--- src/rtl/apb_ral_pkg.sv ---
// Shared types and AHB encodings for the AHB-Lite to APB3 bridge.
// Pure declarations; no latency or flow control of its own.
package apb_ral_pkg;

   typedef enum logic [2:0] {
      IDLE   = 3'd0,
      WDATA  = 3'd1,
      SETUP  = 3'd2,
      ACCESS = 3'd3,
      ERR1   = 3'd4,
      ERR2   = 3'd5
   } state_t;

   localparam logic [1:0] HTRANS_IDLE   = 2'b00;
   localparam logic [1:0] HTRANS_BUSY   = 2'b01;
   localparam logic [1:0] HTRANS_NONSEQ = 2'b10;
   localparam logic [1:0] HTRANS_SEQ    = 2'b11;

   localparam logic [2:0] HSIZE_WORD = 3'b010;

endpackage

--- src/rtl/apb_ral_timeout_cnt.sv ---
// Counts ACCESS cycles without pready; expired is combinational in the TIMEOUT-th stalled cycle.
// TIMEOUT = 0 keeps expired low forever, so a stuck slave stalls the bus.
module apb_ral_timeout_cnt #(
   parameter int TIMEOUT = 256
) (
   input  logic clk,
   input  logic rst_n,
   input  logic clr,
   input  logic inc,
   output logic expired
);

   localparam int CW = (TIMEOUT > 2) ? $clog2(TIMEOUT) : 1;
   localparam logic [CW-1:0] LAST = CW'((TIMEOUT > 0) ? TIMEOUT - 1 : 0);

   logic [CW-1:0] cnt;

   assign expired = (TIMEOUT != 0) && inc && (cnt == LAST);

   always_ff @(posedge clk or negedge rst_n) begin
      if (!rst_n) begin
         cnt <= '0;
      end else if (clr) begin
         cnt <= '0;
      end else if (inc && !expired) begin
         cnt <= cnt + 1'b1;
      end
   end

endmodule

--- src/rtl/apb_ral_ahb2apb_bridge.sv ---
// AHB-Lite slave to APB3 master: one APB SETUP/ACCESS per single-word AHB transfer.
// Read completes with 2 wait states, write with 3 (pready=1); hreadyout is low until APB finishes.
module apb_ral_ahb2apb_bridge
   import apb_ral_pkg::*;
#(
   parameter int HADDR_W = 32,
   parameter int PADDR_W = 16,
   parameter int DATA_W  = 32,
   parameter int TIMEOUT = 256
) (
   input  logic               hclk,
   input  logic               hresetn,
   input  logic               hsel,
   input  logic [HADDR_W-1:0] haddr,
   input  logic [1:0]         htrans,
   input  logic               hwrite,
   input  logic [2:0]         hsize,
   input  logic [DATA_W-1:0]  hwdata,
   input  logic               hready,
   output logic               hreadyout,
   output logic               hresp,
   output logic [DATA_W-1:0]  hrdata,
   output logic               psel,
   output logic               penable,
   output logic               pwrite,
   output logic [PADDR_W-1:0] paddr,
   output logic [DATA_W-1:0]  pwdata,
   input  logic [DATA_W-1:0]  prdata,
   input  logic               pready,
   input  logic               pslverr
);

   state_t state, state_nxt;
   logic   accept;
   logic   expired;
   logic   unused_haddr;

   // Upper address bits are decoded by the fabric, not here.
   assign unused_haddr = ^haddr[HADDR_W-1:PADDR_W];

   assign accept = (state == IDLE) && hsel && hready &&
                   ((htrans == HTRANS_NONSEQ) || (htrans == HTRANS_SEQ));

   // Handshake outputs decode straight from the state register so reset clears them at once.
   assign hreadyout = (state == IDLE) || (state == ERR2);
   assign hresp     = (state == ERR1) || (state == ERR2);
   assign psel      = (state == SETUP) || (state == ACCESS);
   assign penable   = (state == ACCESS);

   always_ff @(posedge hclk or negedge hresetn) begin
      if (!hresetn) begin
         state <= IDLE;
      end else begin
         state <= state_nxt;
      end
   end

   always_comb begin
      state_nxt = state;
      case (state)
         IDLE: begin
            if (accept) begin
               if (hsize != HSIZE_WORD) state_nxt = ERR1;
               else if (hwrite)         state_nxt = WDATA;
               else                     state_nxt = SETUP;
            end
         end
         WDATA:  state_nxt = SETUP;
         SETUP:  state_nxt = ACCESS;
         ACCESS: begin
            if (pready)       state_nxt = pslverr ? ERR1 : IDLE;
            else if (expired) state_nxt = ERR1;
         end
         ERR1:    state_nxt = ERR2;
         ERR2:    state_nxt = IDLE;
         default: state_nxt = IDLE;
      endcase
   end

   always_ff @(posedge hclk or negedge hresetn) begin
      if (!hresetn) begin
         paddr  <= '0;
         pwrite <= 1'b0;
         pwdata <= '0;
         hrdata <= '0;
      end else begin
         if (accept) begin
            paddr  <= haddr[PADDR_W-1:0];
            pwrite <= hwrite;
         end
         if (state == WDATA) begin
            pwdata <= hwdata;
         end
         if ((state == ACCESS) && pready && !pslverr && !pwrite) begin
            hrdata <= prdata;
         end
      end
   end

   apb_ral_timeout_cnt #(
      .TIMEOUT (TIMEOUT)
   ) u_timeout (
      .clk     (hclk),
      .rst_n   (hresetn),
      .clr     (state_nxt == SETUP),
      .inc     ((state == ACCESS) && !pready),
      .expired (expired)
   );

endmodule

--- config.mk ---
export PLATFORM = sky130hd
export DESIGN_NAME = apb_ral_ahb2apb_bridge
export DESIGN_NICKNAME = d
export VERILOG_FILES = /design/src/rtl/apb_ral_pkg.sv /design/src/rtl/apb_ral_timeout_cnt.sv /design/src/rtl/apb_ral_ahb2apb_bridge.sv
export SDC_FILE = /design/constraint.sdc
export NUM_CORES = 1
export LEC_CHECK = 0
export BUFFER_PORTS_ARGS = -buffer_cell sky130_fd_sc_hd__buf_2
export CORE_UTILIZATION = 40
export DETAILED_ROUTE_END_ITERATION = 10
export PLACE_DENSITY = 0.71
export SKIP_CTS_REPAIR_TIMING = 1
export SLEW_MARGIN = 20
export SYNTH_ARGS = -nofsm -noshare
export SYNTH_HDL_FRONTEND = slang
export SYNTH_SLANG_ARGS = --single-unit
--- constraint.sdc ---
create_clock -name hclk -period 1.6 [get_ports hclk]
set_input_delay 0.4 -clock hclk [delete_from_list [all_inputs] [get_ports hclk]]
set_output_delay 0.4 -clock hclk [all_outputs]
set_load 0.02 [all_outputs]
Word-level counts from Yosys, hierarchy flattened
Cells that the tools add are included.

cells by class
  add/sub/neg operators = 1
  eq/ne operators = 10
  multiplexer cells = 9
  reduce and logical (&&, ||, !) cells = 19

operators by type and width
  cell                                                   count
  two-way mux 8 bit                                      2
  two-way mux 3 bit                                      5
  one-hot mux 3 bit (5 select lines)                     1
  == test 3 x 2 -> 1 bit, second input constant          3
  logical AND 1 bit                                      9
  adder 8 x 1 -> 8 bit, second input constant            1
  == test 8 bit, second input constant                   1
  == test 3 bit, second input constant                   2
  == test 2 bit, second input constant                   2
  zero test 1 bit                                        4
  logical OR 1 bit                                       4
  == test 3 x 1 -> 1 bit, second input constant          1
  zero test 3 bit                                        1
  inequality test 3 x 2 -> 1 bit, second input constant  1
  two-way mux 2 bit                                      1
  nonzero test 2 bit                                     1

storage, ports and cells
  flip-flop bits (word level) = 92
  input bits = 108
  logic and storage cells = 45

Depth between registers and ports, before layout
  depth after elaboration = 8
  mapped depth = 6
  depth with buffers taken out = 5

By module
From an unflattened synthesis, not the netlist that was laid out.

second synthesis, totals
  cell total of the unflattened synthesis = 253
  area total of the unflattened synthesis = 3,809.9 um^2

by module, submodules not included
  module                  instances  cells an instance  area each (um^2)  seq. area each (um^2)
  apb_ral_ahb2apb_bridge  1          203                3,337.0           2,102.0
  apb_ral_timeout_cnt     1          50                 473.0             200.2

Worst setup path after synthesis
No wires, ideal clock.

  path type = reg2reg
  from = register state[1]
  to = register hrdata[10]
  arrival = 1.343 ns
  path slack = 0.132 ns
  cell stages (with the launch flop) = 7
  buffers on the path = 2
  period minus slack after synthesis = 1.468 ns
  cells stage by stage = dfrtp_1 buf_2 nand2_2 nor2_4 nand3_4 buf_6 mux2_4

on the way
  cells in the longest elaborated chain, start to end = 4

ends and longest elaborated chain
  what                             RTL line                      text
  from (decl)                      apb_ral_ahb2apb_bridge.sv:33  state_t state, state_nxt;
  from (signal assigned)           apb_ral_ahb2apb_bridge.sv:54  state <= state_nxt;
  == test 3 x 2 -> 1 bit           --
  via penable                      apb_ral_ahb2apb_bridge.sv:24  output logic penable,
  logical AND 1 bit (3 in series)  apb_ral_ahb2apb_bridge.sv:94  if ((state == ACCESS) && pready && !pslverr && !pwrite) begin
  to (signal assigned)             apb_ral_ahb2apb_bridge.sv:95  hrdata <= prdata;
  to (decl)                        apb_ral_ahb2apb_bridge.sv:22  output logic [DATA_W-1:0] hrdata,

The timed path passes the listed nets, and every way through them passes these cells.
A chain may end at the register's enable or synchronous reset.

Final worst setup path
  from = register state[1]
  to = register pwdata[14]

on the way
  cells in the longest elaborated chain, start to end = 1

ends and longest elaborated chain
  what                    RTL line                      text
  == test 3 x 1 -> 1 bit  apb_ral_ahb2apb_bridge.sv:91  if (state == WDATA) begin
  to (signal assigned)    apb_ral_ahb2apb_bridge.sv:92  pwdata <= hwdata;
  to (decl)               apb_ral_ahb2apb_bridge.sv:27  output logic [DATA_W-1:0] pwdata,

Every way passes these cells.

==> impl_results.md <==
- Fraction of layout cells with a size suffix above 1: 68.8%
- Type of origin of the critical path: register
- YS warnings: 0
- Initial antenna violation count: 0
- Initial DRC count: 76
- DR vias: 2672
- Area leader, netlist: dfrtp_1
- Vias in the first global route: 2718
- Clk Latency, worst-skew pair: 0.35 ns
- CTS Sinks: 92
- CTS Buf Count: 9
- Initial core utilization: 41.6%
- EDFF count, synth: 0
- CP Cell Sequence: buf_4 -> nor3b_4 -> buf_12 -> clkbuf_16 -> mux2_2
- P_sw: 4.06 mW
- Post-route ant nets: 0
- Yosys top cell area share: 59.6%
- Commonest cells in the synthesized netlist: 92 x dfrtp_1, 48 x mux2_2, 30 x mux2_4
- Sequential fraction of the synthesis area: 59.6%
- Nets@finish: 548
- R2r setup slk: -0.05 ns
- Area growth syn-to-layout: 38.4%
- Row cnt: 35
- Final period utilization: 103%
- Crit Reg-Reg Endpoint: pwdata[14]
- Crit Path Category: reg2reg
- Switching Share: 37.7%
- Average wire per standard cell: 14.8 um
- Register area: 0.00230 sq mm
- Mapped Nets: 352
- Final hold vios: 0
- Mapped cell area: 0.00386 sq mm
- Pwr/cell area: 2020 mW/mm^2
- P_int: 6.72 mW
- Final Non-Filler Cells: 572
- Count leader, synth: dfrtp_1
- Core area: 0.00928 sq mm
- Yosys reg bits: 92
- Post-DP HPWL: 5720 um
- Die Ht: 100 um
- Worst Path Required: 1.83 ns
- Pre-CTS WS: 0.0227 ns
- Synthesized instance count: 243
- Achievable Freq: 605 MHz
- Worst path max stage delay: 0.49 ns
- Critical-path top delay cell: dfrtp_2
- Die Area: 0.0101 sq mm
- Crit end category: register
- Setup crit start: state[1]
- Die width: 100 um
- Logic pwr share: 48.6%
- Clock buffer depth: 2
- Worst EP arrival: 1.88 ns
- First-pass GRT wire length: 13100 um
- Clock slew at reported path FFs: 0.09 ns
- RSZ-0062 raised after global routing: true
- Max Cap Viol: 0
- Avg Cell Area, Syn: 15.9 sq um
- Status: finished with violations
- Routability Congestion: 0.745
- Largest net degree at the start of global routing: 93
- Pre-antenna DRT Iters: 4
- Clock Skew: 0.0159 ns
- Root Buffer: clkbuf_8
- Final worst slack: -0.0536 ns
- Ant. Diodes: 0
- Slew Limit Fails: 0
- VDD IR max: 0.000835 V
- Clock power frac: 14.3%
- DRC violations left: 0
- DRT Wirelength: 8450 um
- Final setup violating endpoints: 64
- Vias/cell: 4.67
- H-tree lvl count: 3
- Sequential power share: 37.2%
- R2R Path Start: state[1]
- Prevailing post-synth register cell: dfrtp_1
- Total track usage: 16.5%
- Num ports: 193
- Worst slew pin tran: 0.519 ns
- Largest cells by area after synthesis: dfrtp_1 60%, mux2_2 14%, mux2_4 12%
- Fraction of registers with async set or reset after synthesis: 100%
- I/O Buffers: 175
- Failing checks: negative setup slack
- Setup TNS: -1.49 ns
- CTS tree: built
- R2r worst-path depth: 5
- Placed Instances: 548
- Leakage: 2.76 nW
- Total grt overflow: 0
- Tmin final: 1.65 ns
- FILL cells: 793
- Hold Crit Class: in2async
- CP endpoint: pwdata[14]
- Max_slew headroom: 65.4%
- Worst-path fanout max: 8
- Multi-input logic area: 0.00151 sq mm
- Post-synth cell types: 41
## final cells by class
| type | instances | area share (%) |
|---|---|---|
| Clock inverter | 5 | 1.17 |
| Multi-Input combinational cell | 137 | 28.2 |
| Sequential cell | 92 | 43.1 |
| Clock buffer | 10 | 2.39 |
| Inverter | 3 | 0.211 |
| Timing Repair Buffer | 196 | 21.8 |
| Tap cell | 129 | 3.02 |
## metal layers
| metal | up-vias | wire length, um | global-route usage (%) |
|---|---|---|---|
| li1 | 1258 | - | - |
| met2 | 107 | 4090 | 27.0 |
| met4 | 0 | 99 | 5.69 |
| met5 | - | 0 | 0 |
| met3 | 11 | 506 | 3.69 |
| met1 | 1296 | 3760 | 21.7 |
## flip-flops by register name, indices dropped and copies added (netlist names)
name	cells
hrdata	32
paddr	16
pwdata	32
pwrite	1
state	3
u_timeout.cnt	8
## per-stage QoR
step | area, sq um | hold slack, ns | util [%] | total power [mW]
after floorplan | 3860 | 0.104 | - | 7.22
after global placement | 4940 | 0.465 | 53.2 | 8.67
after detailed placement | 4940 | 0.472 | 53.2 | 8.81
after CTS | 5130 | 0.0959 | 55.3 | 10.4
after global routing | 5340 | 0.0918 | 57.5 | 11.4
final | 5340 | 0.0417 | 57.5 | 10.8
## logic make-up after synthesis
group,after synthesis,share of synthesized area (%)
compound gates,13,2.82
fa+ha+maj,1,0.324
flops,92,59.6
simple gates,35,6.12
xor+xnor,5,1.13
buf+inv,14,2.92
mux,83,27.1
## worst min-delay path by stage
stage | startpoint | end | slack [ns] | cells after the start
final | hresetn | state[1] | 0.04 | 2
after global routing | hresetn | state[1] | 0.09 | 2
after CTS | hresetn | u_timeout.cnt[4] | 0.1 | 2
after detailed placement | pwdata[5] | pwdata[5] | 0.47 | 1
after global placement | pwdata[5] | pwdata[5] | 0.47 | 1
after floorplan | hresetn | hrdata[0] | 0.10 | 0
## power groups by stage
stage | combinational (mW) | sequential (mW) | clock, mW
5_1_grt | 5.58 | 4.16 | 1.68
3_5_place_dp | 4.78 | 4.03 | 0
4_1_cts | 4.78 | 4.00 | 1.60
3_3_place_gp | 4.70 | 3.97 | 0
2_1_floorplan | 1.98 | 5.25 | 0
6_report | 5.24 | 4.01 | 1.54
## cell usage in the layout (no fill, tap or decap), types with 2 or more instances in the layout
cell / Yosys / final
a21oi_1: 2 / 2
and3_1: 3 / 3
buf_12: 0 / 6
buf_2: 3 / 172
buf_4: 1 / 12
buf_6: 7 / 4
clkbuf_16: 0 / 2
clkbuf_8: 0 / 9
clkinvlp_4: 0 / 2
dfrtp_1: 92 / 90
dfrtp_2: 0 / 2
inv_1: 3 / 3
mux2_2: 48 / 41
mux2_4: 30 / 40
mux2i_1: 2 / 2
nand2_1: 2 / 2
nand3_1: 2 / 2
nand4_1: 4 / 4
nor2_1: 9 / 9
nor2b_2: 0 / 2
o211ai_1: 3 / 3
xor2_1: 4 / 4
## critical path, delay by kind of cell (launching register included)
family	cells	cell delay (ns)
muxes	1	0.33
and+or+nand+nor	1	0.21
DFF	1	0.49
buffers and inverters	3	0.49
Note: power is estimated with default switching activity, not from simulation.
